### src/rtl/fetch_pkg.sv
// Shared types for the instruction-fetch front end.
// Latency: n/a (types and constants only).
// Backpressure: n/a.
package fetch_pkg;

  // Fetch sequencer states; HALT is only entered when FETCH_ERR_HALT_EN is built in.
  typedef enum logic [1:0] {
    IDLE = 2'd0,
    REQ  = 2'd1,
    GAP  = 2'd2,
    HALT = 2'd3
  } fetch_state_e;

  // Byte distance between consecutive instruction words.
  localparam int PC_STEP = 4;

  // PC field width of a FIFO entry; covers address widths up to 32 bits.
  localparam int PC_W = 32;

  // One prefetched instruction: data word, its address, bus-error flag.
  typedef struct packed {
    logic [31:0]     insn;
    logic [PC_W-1:0] pc;
    logic            err;
  } fetch_entry_t;

endpackage

### src/rtl/wb_fetch_if.sv
// Wishbone classic read/write bus bundle between the fetch master and its slaves.
// Latency: n/a (wiring only).
// Backpressure: the slave stalls the master by withholding wb_ack/wb_err.
interface wb_fetch_if #(
  parameter int ADDR_WIDTH = 32
) ();

  logic                  wb_cyc;
  logic                  wb_stb;
  logic                  wb_we;
  logic [ADDR_WIDTH-1:0] wb_adr;
  logic [31:0]           wb_mosi;
  logic [3:0]            wb_sel;
  logic [31:0]           wb_miso;
  logic                  wb_ack;
  logic                  wb_err;

  modport master (
    output wb_cyc, wb_stb, wb_we, wb_adr, wb_mosi, wb_sel,
    input  wb_miso, wb_ack, wb_err
  );

  modport slave (
    input  wb_cyc, wb_stb, wb_we, wb_adr, wb_mosi, wb_sel,
    output wb_miso, wb_ack, wb_err
  );

endinterface

### src/rtl/fetch_fifo.sv
// Synchronous prefetch FIFO with flush, occupancy count and full/empty flags.
// Latency: a pushed entry is visible at the head the cycle after the push edge.
// Backpressure: push is ignored when full unless a pop happens in the same cycle.
module fetch_fifo #(
  parameter int DEPTH = 2,
  parameter int WIDTH = 65
) (
  input  logic                   sys_clk,
  input  logic                   sys_rst,
  input  logic                   i_flush,
  input  logic                   i_push,
  input  logic [WIDTH-1:0]       i_push_dat,
  input  logic                   i_pop,
  output logic [WIDTH-1:0]       o_pop_dat,
  output logic                   o_full,
  output logic                   o_empty,
  output logic [$clog2(DEPTH):0] o_count
);

  localparam int AW = $clog2(DEPTH);
  localparam int CW = AW + 1;

  logic [WIDTH-1:0] r_mem [DEPTH];
  logic [AW-1:0]    r_wr_ptr;
  logic [AW-1:0]    r_rd_ptr;
  logic [CW-1:0]    r_count;
  logic             w_do_push;
  logic             w_do_pop;

  assign o_full    = (r_count == CW'(DEPTH));
  assign o_empty   = (r_count == '0);
  assign o_count   = r_count;
  assign o_pop_dat = r_mem[r_rd_ptr];

  // A full FIFO still accepts a push when the head leaves on the same edge.
  assign w_do_pop  = i_pop & ~o_empty;
  assign w_do_push = i_push & (~o_full | w_do_pop);

  // Storage write; contents need no reset because occupancy gates visibility.
  always_ff @(posedge sys_clk) begin
    if (w_do_push && !i_flush) begin
      r_mem[r_wr_ptr] <= i_push_dat;
    end
  end

  // Pointer and occupancy tracking; flush empties the FIFO on the edge.
  always_ff @(posedge sys_clk or posedge sys_rst) begin
    if (sys_rst) begin
      r_wr_ptr <= '0;
      r_rd_ptr <= '0;
      r_count  <= '0;
    end else if (i_flush) begin
      r_wr_ptr <= '0;
      r_rd_ptr <= '0;
      r_count  <= '0;
    end else begin
      if (w_do_push) begin
        r_wr_ptr <= r_wr_ptr + AW'(1);
      end
      if (w_do_pop) begin
        r_rd_ptr <= r_rd_ptr + AW'(1);
      end
      case ({w_do_push, w_do_pop})
        2'b10:   r_count <= r_count + CW'(1);
        2'b01:   r_count <= r_count - CW'(1);
        default: r_count <= r_count;
      endcase
    end
  end

endmodule

### src/rtl/wb_fetch.sv
// Instruction fetch: sequential Wishbone single-word reads into a prefetch FIFO feeding decode.
// Latency: one word per 3 cycles peak (IDLE->REQ->GAP) against a slave acking in the REQ cycle.
// Backpressure: no request is issued while the FIFO has no free slot; fetch_ready pops the head.
// Build option FETCH_ERR_HALT_EN: stop fetching after a bus error until the next redirect.
module wb_fetch
  import fetch_pkg::*;
#(
  parameter int                    ADDR_WIDTH = 32,
  parameter logic [ADDR_WIDTH-1:0] RESET_PC   = '0,
  parameter int                    DEPTH      = 2
) (
  input  logic                  sys_clk,
  input  logic                  sys_rst,
  wb_fetch_if.master            wb,
  input  logic                  redirect_valid,
  input  logic [ADDR_WIDTH-1:0] redirect_pc,
  output logic                  fetch_valid,
  input  logic                  fetch_ready,
  output logic [31:0]           fetch_insn,
  output logic [ADDR_WIDTH-1:0] fetch_pc,
  output logic                  fetch_err
);

  localparam int CW = $clog2(DEPTH) + 1;

  fetch_state_e          r_state;
  fetch_state_e          w_state_nxt;
  logic [ADDR_WIDTH-1:0] r_pc;
  logic [ADDR_WIDTH-1:0] r_adr;
  logic                  r_discard;

  logic                  w_cyc;
  logic                  w_done;
  logic                  w_inflight;
  logic                  w_issue;
  logic                  w_push;
  logic                  w_pop;
  logic                  w_full;
  logic                  w_empty;
  logic [CW-1:0]         w_count;
  logic [CW-1:0]         w_free;
  logic [ADDR_WIDTH-1:0] w_redir_pc;
  fetch_entry_t          w_push_ent;
  fetch_entry_t          w_head;

  // Read-only master: write controls are tied off.
  assign wb.wb_cyc  = w_cyc;
  assign wb.wb_stb  = w_cyc;
  assign wb.wb_we   = 1'b0;
  assign wb.wb_adr  = r_adr;
  assign wb.wb_mosi = 32'h0;
  assign wb.wb_sel  = 4'hF;

  assign w_redir_pc = redirect_pc & ~ADDR_WIDTH'(3);
  assign w_done     = (r_state == REQ) & (wb.wb_ack | wb.wb_err);
  assign w_inflight = (r_state == REQ);
  assign w_free     = CW'(DEPTH) - w_count;

  // Only start a read when the result is guaranteed a slot; redirects hold off issue for a cycle.
  assign w_issue = (r_state == IDLE) & ~redirect_valid & (w_free > CW'(w_inflight));

  // A redirect flushes the FIFO, so neither a coinciding pop nor a coinciding push survives it.
  assign w_pop  = fetch_valid & fetch_ready & ~redirect_valid;
  assign w_push = w_done & ~r_discard & ~redirect_valid & (~w_full | w_pop);

  assign w_push_ent.insn = wb.wb_err ? 32'h0 : wb.wb_miso;
  assign w_push_ent.pc   = PC_W'(r_adr);
  assign w_push_ent.err  = wb.wb_err;

  assign fetch_valid = ~w_empty;
  assign fetch_insn  = w_head.insn;
  assign fetch_pc    = ADDR_WIDTH'(w_head.pc);
  assign fetch_err   = w_head.err;

  fetch_fifo #(
    .DEPTH (DEPTH),
    .WIDTH ($bits(fetch_entry_t))
  ) u_fifo (
    .sys_clk    (sys_clk),
    .sys_rst    (sys_rst),
    .i_flush    (redirect_valid),
    .i_push     (w_push),
    .i_push_dat (w_push_ent),
    .i_pop      (w_pop),
    .o_pop_dat  (w_head),
    .o_full     (w_full),
    .o_empty    (w_empty),
    .o_count    (w_count)
  );

  // State register; reset drops cyc/stb immediately since they decode from the state.
  always_ff @(posedge sys_clk or posedge sys_rst) begin
    if (sys_rst) begin
      r_state <= IDLE;
    end else begin
      r_state <= w_state_nxt;
    end
  end

  // Next-state and bus strobe decode.
  always_comb begin
    w_state_nxt = r_state;
    w_cyc       = 1'b0;
    case (r_state)
      IDLE: begin
        if (w_issue) begin
          w_state_nxt = REQ;
        end
      end
      REQ: begin
        w_cyc = 1'b1;
        if (w_done) begin
          w_state_nxt = GAP;
`ifdef FETCH_ERR_HALT_EN
          if (w_push && wb.wb_err) begin
            w_state_nxt = HALT;
          end
`endif
        end
      end
      GAP: begin
        w_state_nxt = IDLE;
      end
`ifdef FETCH_ERR_HALT_EN
      HALT: begin
        if (redirect_valid) begin
          w_state_nxt = IDLE;
        end
      end
`endif
      default: begin
        w_state_nxt = IDLE;
      end
    endcase
  end

  // PC, bus address and discard tracking; a redirect always wins over sequential advance.
  always_ff @(posedge sys_clk or posedge sys_rst) begin
    if (sys_rst) begin
      r_pc      <= RESET_PC;
      r_adr     <= '0;
      r_discard <= 1'b0;
    end else begin
      if (w_issue) begin
        r_adr <= r_pc;
      end
      if (redirect_valid) begin
        r_pc      <= w_redir_pc;
        // An unfinished read must still complete on the bus; mark its data stale.
        r_discard <= (r_state == REQ) & ~w_done;
      end else if (w_done) begin
        if (!r_discard) begin
          r_pc <= r_pc + ADDR_WIDTH'(PC_STEP);
        end
        r_discard <= 1'b0;
      end
    end
  end

endmodule

### src/flat_wrapper.sv
// flat-port wrapper written by rule: the top's interface ports become plain ports
module wb_fetch_flat import fetch_pkg::*;
#(
  parameter int                    ADDR_WIDTH = 32,
  parameter logic [ADDR_WIDTH-1:0] RESET_PC   = '0,
  parameter int                    DEPTH      = 2
)
  (sys_clk, sys_rst, redirect_valid, redirect_pc, fetch_valid, fetch_ready, fetch_insn, fetch_pc, fetch_err, wb_wb_cyc, wb_wb_stb, wb_wb_we, wb_wb_adr, wb_wb_mosi, wb_wb_sel, wb_wb_miso, wb_wb_ack, wb_wb_err);
  wb_fetch_if #(.ADDR_WIDTH(ADDR_WIDTH)) wb_i ();
  input  logic sys_clk;
  input  logic sys_rst;
  input  logic redirect_valid;
  input  logic [ADDR_WIDTH-1:0] redirect_pc;
  output logic fetch_valid;
  input  logic fetch_ready;
  output logic [31:0] fetch_insn;
  output logic [ADDR_WIDTH-1:0] fetch_pc;
  output logic fetch_err;
  output wire logic [$bits(wb_i.wb_cyc)-1:0] wb_wb_cyc;
  output wire logic [$bits(wb_i.wb_stb)-1:0] wb_wb_stb;
  output wire logic [$bits(wb_i.wb_we)-1:0] wb_wb_we;
  output wire logic [$bits(wb_i.wb_adr)-1:0] wb_wb_adr;
  output wire logic [$bits(wb_i.wb_mosi)-1:0] wb_wb_mosi;
  output wire logic [$bits(wb_i.wb_sel)-1:0] wb_wb_sel;
  input wire logic [$bits(wb_i.wb_miso)-1:0] wb_wb_miso;
  input wire logic [$bits(wb_i.wb_ack)-1:0] wb_wb_ack;
  input wire logic [$bits(wb_i.wb_err)-1:0] wb_wb_err;
  assign wb_wb_cyc = wb_i.wb_cyc;
  assign wb_wb_stb = wb_i.wb_stb;
  assign wb_wb_we = wb_i.wb_we;
  assign wb_wb_adr = wb_i.wb_adr;
  assign wb_wb_mosi = wb_i.wb_mosi;
  assign wb_wb_sel = wb_i.wb_sel;
  assign wb_i.wb_miso = wb_wb_miso;
  assign wb_i.wb_ack = wb_wb_ack;
  assign wb_i.wb_err = wb_wb_err;
  wb_fetch #(.ADDR_WIDTH(ADDR_WIDTH), .RESET_PC(RESET_PC), .DEPTH(DEPTH)) u_core (.sys_clk(sys_clk), .sys_rst(sys_rst), .wb(wb_i), .redirect_valid(redirect_valid), .redirect_pc(redirect_pc), .fetch_valid(fetch_valid), .fetch_ready(fetch_ready), .fetch_insn(fetch_insn), .fetch_pc(fetch_pc), .fetch_err(fetch_err));
endmodule
### config.mk
export PLATFORM = sky130hd
export DESIGN_NAME = wb_fetch_flat
export DESIGN_NICKNAME = d
export VERILOG_FILES = /design/src/rtl/fetch_pkg.sv /design/src/rtl/wb_fetch_if.sv /design/src/rtl/fetch_fifo.sv /design/src/rtl/wb_fetch.sv /design/src/flat_wrapper.sv
export SDC_FILE = /design/constraint.sdc
export NUM_CORES = 1
export LEC_CHECK = 0
export CORE_ASPECT_RATIO = 0.6
export CORE_UTILIZATION = 50
export CTS_BUF_LIST = sky130_fd_sc_hd__clkbuf_4 sky130_fd_sc_hd__clkbuf_8
export DETAILED_ROUTE_END_ITERATION = 10
export DONT_BUFFER_PORTS = 1
export GPL_TIMING_DRIVEN = 0
export SLEW_MARGIN = 25
export SYNTH_ARGS = -nofsm -noshare
export SYNTH_HDL_FRONTEND = slang
export SYNTH_SLANG_ARGS = --single-unit
### constraint.sdc
create_clock -name sys_clk -period 9 [get_ports sys_clk]
set_clock_uncertainty 0.05 [all_clocks]
set_input_delay 1.35 -clock sys_clk [delete_from_list [all_inputs] [get_ports sys_clk]]
set_output_delay 1.35 -clock sys_clk [all_outputs]
set_load 0.02 [all_outputs]
After elaboration in Yosys (flattened, before gate mapping)
Memories as Yosys holds them, arrays and structs flattened.
Index checks and enable logic that the tools add are counted.
Widths: inputs -> output; s select.
{"block": "classes", "n_addsub": 6, "n_mul": 0, "div_mod_pow": 0, "n_lt_le_gt_ge": 1, "n_eq_ne": 7, "n_shift": 0, "n_mux": 18, "bitwise_logic": 19, "reduce_logical": 10}
{"cell": "$mux 32", "count": 4}
{"cell": "$add 32x3->32 const B", "count": 1}
{"cell": "$and 1x1->1", "count": 11}
{"cell": "$mux 1", "count": 9}
{"cell": "$pmux 2 s2", "count": 2}
{"cell": "$mux 2", "count": 3}
{"cell": "$reduce_bool 2->1", "count": 3}
{"cell": "$not 1->1", "count": 5}
{"cell": "$eq 2x1->1 const B", "count": 2}
{"cell": "$eq 2x2->1 const B", "count": 2}
{"cell": "$logic_not 2->1", "count": 2}
{"cell": "$ne 2x1->1 const B", "count": 2}
{"cell": "$reduce_and 2->1", "count": 2}
{"cell": "$or 1x1->1", "count": 3}
{"cell": "$reduce_bool 3->1", "count": 1}
{"cell": "$add 1x1->1 const B", "count": 2}
{"cell": "$add 2x1->2 const B", "count": 1}
{"cell": "$gt 2x1->1", "count": 1}
{"cell": "$ne 2x2->1 const B", "count": 1}
{"cell": "$sub 2x1->2 const B", "count": 1}
{"cell": "$sub 2x2->2 const A", "count": 1}
{"cell": "$logic_and 1x1->1", "count": 1}
{"cell": "$logic_not 1->1", "count": 1}
{"block": "totals", "regBits": 71, "latchBits": 0, "mem_bits_rw": 130, "romBits": 0, "inputBits": 70, "out_inout_bits": 137, "wordCells": 69, "memories": 1}
{"memory": "u_core.u_fifo.r_mem", "words": 2, "word_bits": 65, "read_ports": 1, "rd_ports_with_merged_regs": 0, "write_ports": 1, "line": "fetch_fifo.sv:23", "rtl": "logic [WIDTH-1:0] r_mem [DEPTH];"}

Longest topological paths before layout
Gate-level depths: netlist (run 1).
{"block": "depth", "word_depth": 10, "ltp_mapped": 8, "ltp_nobuf": 7}

Hierarchy
Synthesis (run 1) repeated with hierarchy kept, for this count alone.
{"block": "unflattened", "cells_unflattened": 619, "area_unflattened_um2": 8709.6}
{"module": "fetch_fifo", "instances": 1, "cells_per_inst": 232, "area_each_um2": 4931.0, "seq_area_each_um2": 4003.8}
{"module": "wb_fetch", "instances": 1, "cells_per_inst": 387, "area_each_um2": 3778.6, "seq_area_each_um2": 1576.5}

Worst setup path before layout (run 1)
OpenSTA, ideal clock, no wires.
{"block": "synth_timing", "kind": "input to register", "start": "in wb_wb_err", "end": "mem u_core.u_fifo.r_mem[0][0] (enable)", "setup_time_ns": 0.575, "t_arrival_ns": 6.627, "required_ns": 8.375, "path_slack_ns": 1.748, "cell_stages": 4, "cell_sequence": "nor2_1 > nor3_4 > a21boi_1 > nor3b_1"}
{"block": "synth_via", "elab_chain_len": 9}
{"element": "start, declared", "line": "flat_wrapper.sv:27", "rtl": "input wire logic [$bits(wb_i.wb_err)-1:0] wb_wb_err;"}
{"element": "$or 1x1->1", "line": "wb_fetch.sv:55", "rtl": "assign w_done = (r_state == REQ) & (wb.wb_ack | wb.wb_err);"}
{"element": "$and 1x1->1", "line": "wb_fetch.sv:55"}
{"element": "$and 1x1->1 (3 in series)", "line": "wb_fetch.sv:64", "rtl": "assign w_push = w_done & ~r_discard & ~redirect_valid & (~w_full | w_pop);"}
{"element": "$and 1x1->1", "line": "fetch_fifo.sv:37", "rtl": "assign w_do_push = i_push & (~o_full | w_do_pop);"}
{"element": "$logic_and 1x1->1", "line": "fetch_fifo.sv:41", "rtl": "if (w_do_push && !i_flush) begin"}
{"element": "$mux 1", "line": "fetch_fifo.sv:41"}
{"element": "$mux 1 (not written as such)", "line": "fetch_fifo.sv:42", "rtl": "r_mem[r_wr_ptr] <= i_push_dat;"}
{"element": "end, declared", "line": "fetch_fifo.sv:23"}
Every way passes these cells.

Worst setup path in the final report (run 1)
{"block": "layout_timing", "start": "reg u_core.u_fifo.r_rd_ptr", "end": "out fetch_pc[6]"}
{"block": "layout_via", "elab_chain_len": 1}
{"element": "start, declared", "line": "fetch_fifo.sv:25", "rtl": "logic [AW-1:0] r_rd_ptr;"}
{"element": "start signal, assigned", "line": "fetch_fifo.sv:61", "rtl": "r_rd_ptr <= r_rd_ptr + AW'(1);"}
{"element": "$mem_v2 2x65"}
{"element": "end, declared", "line": "flat_wrapper.sv:17", "rtl": "output logic [ADDR_WIDTH-1:0] fetch_pc;"}
Every way passes these cells.

==> implementation parameters, run 1 <==
Parameter                              Value

Synthesis
  Portion of the post-synthesis area used by sequential elements    64.1%
  Post-synthesis area per instance    14.2 um2
  Synthesized cell area    0.00851 mm2
  Synthesized instance count    601
  Yosys warns    0
  Post-synth EDFFs    126
  Share of flip-flops with an asynchronous set or reset after synthesis    34.7%
  Main synth FF type    sky130_fd_sc_hd__edfxtp_1
  Top post-synthesis cells by area    sky130_fd_sc_hd__edfxtp_1, sky130_fd_sc_hd__dfrtp_1, sky130_fd_sc_hd__mux2_2
  Cell taking the most area after synthesis    sky130_fd_sc_hd__edfxtp_1
  Number of distinct library cells after synthesis    36
  Number of synthesized register bits    193
  Fraction of post-synthesis cell area in the top cell type by area    44.5%

Layout
  Most common cell after layout, fill and taps aside    sky130_fd_sc_hd__edfxtp_1
  Highest-count cells in the layout ignoring fill and taps    sky130_fd_sc_hd__edfxtp_1, sky130_fd_sc_hd__mux2_2, sky130_fd_sc_hd__buf_4
  ANT cells    0
  Cell Count, Final, Fillers Out    910
  Syn-to-layout area delta    11.8%
  # nets final    743
  Multi-input gate area in the final layout    0.00255 mm2
  Fill count    1331
  Sequential cell area    0.00546 mm2
  Proportion of layout cells with a drive suffix above 1    32.7%

Timing
  Final setup viols    0
  Crit path time final    3.72 ns
  Number of pins exceeding their max-slew limit in the final report    0
  TNS Setup    0 ns
  Final hold vios    0
  Portion of the clock cycle consumed by the worst path in the final layout    41.4%
  Final setup slack of the worst path    5.28 ns
  Actual transition at the worst max-transition pin    0.771 ns
  Final Hold Slack    0.449 ns
  Achievable clock frequency    269 MHz
  Unrepaired setup endpoints after global routing    no
  Slew Limit Headroom    48.2%

Critical path
  Crit Path Max Fanout    10
  Setup crit start kind    register
  Crit path capture type    primary output
  Arrival time of data at the critical path endpoint    2.32 ns
  WP data required    7.60 ns
  Reg2Reg Depth    8
  Path type of the worst setup path    reg -> out

Clock network
  Num CTS Buffers    17
  Clock root cell    sky130_fd_sc_hd__clkbuf_8
  H-tree levels    4
  Clock Tree Buf Depth    2
  Number of cells upsized or downsized after cts    0
  Clock tree from TritonCTS    built
  Insertion delay of the later-clocked pin in the worst-skew pair    0.46 ns
  Setup repair bufs after CTS    0
  Clock input transition at the sequential cells of the worst setup and hold paths    0.09 ns
  Hold buffer count at cts    0
  Clk sink count    193

Min path
  Hold Path Class    reg -> reg
  Hold path depth    0

Power
  Peak supply drop    159 uV
  Leakage Power    3.63 nW
  PwrDens    283 mW/mm2

Route
  Count of routing violations after the opening detailed-route iteration    283
  Post-DRT Antenna Nets    0
  Routed length per instance    18.1 um
  Total number of vias    4601
  Drt total wl    16500 um
  Detailed Routing Iterations Pass 1    4
  DRC violation count after routing    0
  Detail-routed via count per cell    5.06

Global route
  Global-route wire length before repair    25200 um
  Number of global-route vias before repair    4574
  Overall track demand over capacity in global routing    19.6%
  Overflow left after global routing    0
  Number of antenna violations at the first check in global routing    0
  Largest net degree at the start of global routing    40

Die
  Initial core utilization    51.8%
  Die W    170 um
  Count of standard-cell rows    36
  Number of placed I/O pins    207
  Chip Height    103 um
  Core area    0.0164 mm2
  Full die area    0.0176 mm2

Job
  Maximum capacitance violations    0

Placement
  Number of port buffers    0
  Weighted congestion at the end of routability-driven global placement    0.763
  HPWL after DPL    12000 um
  Placed instance count    878
  DP Worst Slack    5.21 ns

Status
  Status    completed
worst paths after layout:
kind                       slack [ns]              startpoint                          to
hold reg to reg                  0.45     u_core.wb.wb_adr[2]   u_core.u_fifo.r_mem[0][3]
min in group asynchronous        0.73                 sys_rst         u_core.wb.wb_adr[9]
max in group asynchronous        7.63                 sys_rst             u_core.r_pc[30]
setup / recovery                 5.28  u_core.u_fifo.r_rd_ptr                 fetch_pc[6]
hold / removal                   0.45     u_core.wb.wb_adr[2]   u_core.u_fifo.r_mem[0][3]
setup reg to reg                 5.96       u_core.r_state[1]  u_core.u_fifo.r_mem[0][57]
where the power goes:
part	total, mW	leakage, nW	internal (mW)	switching [mW]
registers	1.25	1.98	1.14	0.111
clock network	0.623	0.218	0.315	0.309
logic	0.822	1.44	0.338	0.485
total	2.70	3.63	1.79	0.904
area by class of cell:
type	instances	area share, %
flip-flops and latches	193	57.4
multi-input cells	346	26.8
plain buffers	95	6.65
well taps	228	3.00
clock buffers	18	2.60
clock inverters	14	2.13
repair buffers	10	1.17
inverters	6	0.263
worst max-delay path: stages, from the launching register on:
cell and delay [ns]:
sky130_fd_sc_hd__dfrtp_1 0.33, sky130_fd_sc_hd__clkbuf_1 0.46, sky130_fd_sc_hd__clkbuf_1 0.60, sky130_fd_sc_hd__mux2_2 0.47
flip-flops by register name, indices dropped and copies added (netlist names):
signal / count
u_core.r_state: 2
u_core.r_discard: 1
u_core.u_fifo.r_rd_ptr: 1
u_core.u_fifo.o_count: 2
u_core.r_pc: 30
u_core.u_fifo.r_wr_ptr: 1
u_core.u_fifo.r_mem: 126
u_core.wb.wb_adr: 30
cells by family after synthesis:
family	after synthesis	share of synthesized area, %
XOR/XNOR	32	3.29
adder cells (fa/ha/maj)	4	0.588
buffers and inverters	101	7.70
multiplexers	98	12.9
AO/OA/AOI/OAI	32	1.91
flip-flops	193	64.1
AND/OR/NAND/NOR	139	9.35
other	2	0.0882
metal layers:
layer  up-vias  wire [um]  global-route usage [%]  part of all wire [%]
li1       2160          -                       -                     -
met1      2278       7540                    26.5                    46
met2       153       7340                    29.9                    45
met3        10       1470                    7.41                   9.0
met4         0        102                    4.99                  0.62
met5         -          0                       0                     0
cells in the mapped netlist, types with 2 or more instances:
cell type,n
sky130_fd_sc_hd__nand4b_1,2
sky130_fd_sc_hd__nand3_1,8
sky130_fd_sc_hd__o21ai_0,9
sky130_fd_sc_hd__buf_2,5
sky130_fd_sc_hd__o21ai_1,22
sky130_fd_sc_hd__ha_1,4
sky130_fd_sc_hd__nor4_4,2
sky130_fd_sc_hd__mux2_2,95
sky130_fd_sc_hd__xnor2_1,12
sky130_fd_sc_hd__edfxtp_1,126
sky130_fd_sc_hd__nand4_1,12
sky130_fd_sc_hd__dfrtp_1,67
sky130_fd_sc_hd__nor3_1,7
sky130_fd_sc_hd__inv_1,5
sky130_fd_sc_hd__nor2_1,10
sky130_fd_sc_hd__nor2b_1,33
sky130_fd_sc_hd__nor3b_1,2
sky130_fd_sc_hd__buf_4,72
sky130_fd_sc_hd__conb_1,2
sky130_fd_sc_hd__nand2_1,44
sky130_fd_sc_hd__mux2i_1,3
sky130_fd_sc_hd__clkbuf_1,18
sky130_fd_sc_hd__xor2_1,20
sky130_fd_sc_hd__and3_1,5
sky130_fd_sc_hd__and4_1,5
stage by stage:
stage               instance area, um2  util [%]  power [mW]
global route                      9520      57.9        2.84
detailed placement                9070      55.1        2.10
finish                            9520      57.9        2.70
global placement                  8940      54.4        2.08
floorplan                         8660         -        1.95
CTS                               9520      57.9        2.73
(Power assumes the default switching activity.)
==> inputs of run 2 (changes only) <==
Clock period 9 ns to 3.8 ns, I/O delays scaled along.
==> implementation parameters, run 2 (synthesis results as in run 1) <==
Parameter                              Value

Route
  Detailed Routing Iterations Pass 1    4
  Post-DRT Antenna Nets    0
  Total number of vias    4568
  Routed length per instance    18.1 um
  Count of routing violations after the opening detailed-route iteration    300
  DRC violation count after routing    0
  Drt total wl    16500 um
  Detail-routed via count per cell    5.02

Clock network
  H-tree levels    4
  Clock tree from TritonCTS    built
  Clk sink count    193
  Clock input transition at the sequential cells of the worst setup and hold paths    0.09 ns
  Setup repair bufs after CTS    0
  Clock Tree Buf Depth    2
  Clock root cell    sky130_fd_sc_hd__clkbuf_8
  Number of cells upsized or downsized after cts    0
  Insertion delay of the later-clocked pin in the worst-skew pair    0.46 ns
  Num CTS Buffers    17

Die
  Count of standard-cell rows    36
  Number of placed I/O pins    207
  Core area    0.0164 mm2
  Initial core utilization    51.8%
  Die W    170 um
  Chip Height    103 um
  Full die area    0.0176 mm2

Job
  Maximum capacitance violations    0

Placement
  Area post-placement    0.00908 mm2
  Number of port buffers    0
  Weighted congestion at the end of routability-driven global placement    0.763
  DP Worst Slack    0.783 ns
  HPWL after DPL    11800 um

Layout
  Most common cell after layout, fill and taps aside    sky130_fd_sc_hd__edfxtp_1
  Fill count    1354
  Finished Cell Area    0.00947 mm2
  Layout Utilization    57.6%
  Largest register FFs    126
  Syn-to-layout area delta    11.2%
  # nets final    742
  Highest-count cells in the layout ignoring fill and taps    sky130_fd_sc_hd__edfxtp_1, sky130_fd_sc_hd__mux2_2, sky130_fd_sc_hd__buf_4
  Top register by number of flip-flops    u_core.u_fifo.r_mem
  Proportion of layout cells with a drive suffix above 1    32.5%

Global route
  Overflow left after global routing    0
  Number of antenna violations at the first check in global routing    1
  Number of global-route vias before repair    4621
  Overall track demand over capacity in global routing    19.7%
  Global-route wire length before repair    25400 um
  Largest net degree at the start of global routing    53

Timing
  Final setup slack of the worst path    0.799 ns
  Unrepaired setup endpoints after global routing    no
  Final hold vios    0
  Final setup viols    0
  Achievable clock frequency    333 MHz
  Number of pins exceeding their max-slew limit in the final report    0
  Crit path time final    3.00 ns
  Portion of the clock cycle consumed by the worst path in the final layout    79.0%
  Actual transition at the worst max-transition pin    0.713 ns
  Slew Limit Headroom    52.1%

Power
  Leakage Power    3.60 nW
  Peak supply drop    323 uV
  Total Power    6.17 mW
  PwrDens    652 mW/mm2

Min path
  Startpoint of the most critical hold path    wb_wb_err
  Hold path depth    0
  Hold Crit Endpoint    u_core.u_fifo.r_mem[0][0]
  Hold Path Class    in -> reg

Critical path
  Crit path capture type    register
  Arrival time of data at the critical path endpoint    3.11 ns
  Path type of the worst setup path    reg -> reg
  Startpoint of the most critical setup path    u_core.r_state[1]
  Reg2Reg Depth    8
  Setup crit start kind    register
  Crit Path Max Fanout    14
  Capturing point of the worst reg2reg path    u_core.u_fifo.r_mem[0][58]
  WP data required    3.91 ns
  Register-to-register path setup slack    0.80 ns
  Worst reg2reg startpoint    u_core.r_state[1]

Status
  Status    completed
==> run 2: final cells by class <==
class                           count  area [um2]  area share, %
Sequential cell                   193        5460           57.7
Multi-Input combinational cell    346        2560           27.0
Buffer                             95         633           6.69
Tap cell                          228         285           3.01
Clock buffer                       20         269           2.84
Timing Repair Buffer                9         134           1.41
Clock inverter                     12         100           1.06
Inverter                            6        25.0          0.264
Antenna cell                        1        2.50         0.0264
==> run 2: worst max-delay path, stage by stage, from the launching register on <==
cell                       delay (ns)
sky130_fd_sc_hd__dfrtp_1         0.39
sky130_fd_sc_hd__nand2b_1        0.14
sky130_fd_sc_hd__buf_2           0.18
sky130_fd_sc_hd__nor3_4          0.38
sky130_fd_sc_hd__a21boi_1        0.40
sky130_fd_sc_hd__nor3b_4         0.52
sky130_fd_sc_hd__buf_6           0.23
sky130_fd_sc_hd__buf_6           0.20
sky130_fd_sc_hd__buf_6           0.20
==> run 2: timing repair <==
action	4_1_cts	5_1_grt
hold buffers	1	0
endpoints found under the hold margin	15	0
setup endpoints to repair	0	0
==> run 2: report_power, final <==
| part | internal [mW] | switching [mW] |
|---|---|---|
| Combinational | 0.800 | 1.15 |
| Sequential | 2.70 | 0.261 |
| Clock | 0.510 | 0.748 |
==> run 2: worst max-delay path by stage <==
| stage | end | slack (ns) | cells after the start |
|---|---|---|---|
| after detailed placement | u_core.u_fifo.r_mem[0][10] | 0.78 | 8 |
| after global routing | u_core.u_fifo.r_mem[0][58] | 0.60 | 8 |
| after global placement | u_core.u_fifo.r_mem[0][8] | -0.72 | 5 |
| after floorplan | u_core.u_fifo.r_mem[0][0] | 0.41 | 5 |
| after CTS | u_core.u_fifo.r_mem[0][58] | 0.75 | 8 |
| final | u_core.u_fifo.r_mem[0][58] | 0.80 | 8 |
==> run 2: metrics by stage <==
step | TNS [ns] | std cells | hold WS (ns)
final | 0 | 910 | 0.163
after detailed placement | 0 | 876 | 0.343
after floorplan | 0 | 640 | 0.409
after global routing | 0 | 910 | 0.119
after CTS | 0 | 909 | 0.130
after global placement | -81.76 | 868 | 0.428
==> run 2: layer usage <==
metal,vias up,track usage (%),routed length [um]
met5,-,0,0
met4,0,6.79,186
met3,13,6.10,1130
met2,139,29.2,7360
met1,2242,27.6,7810
li1,2174,-,-
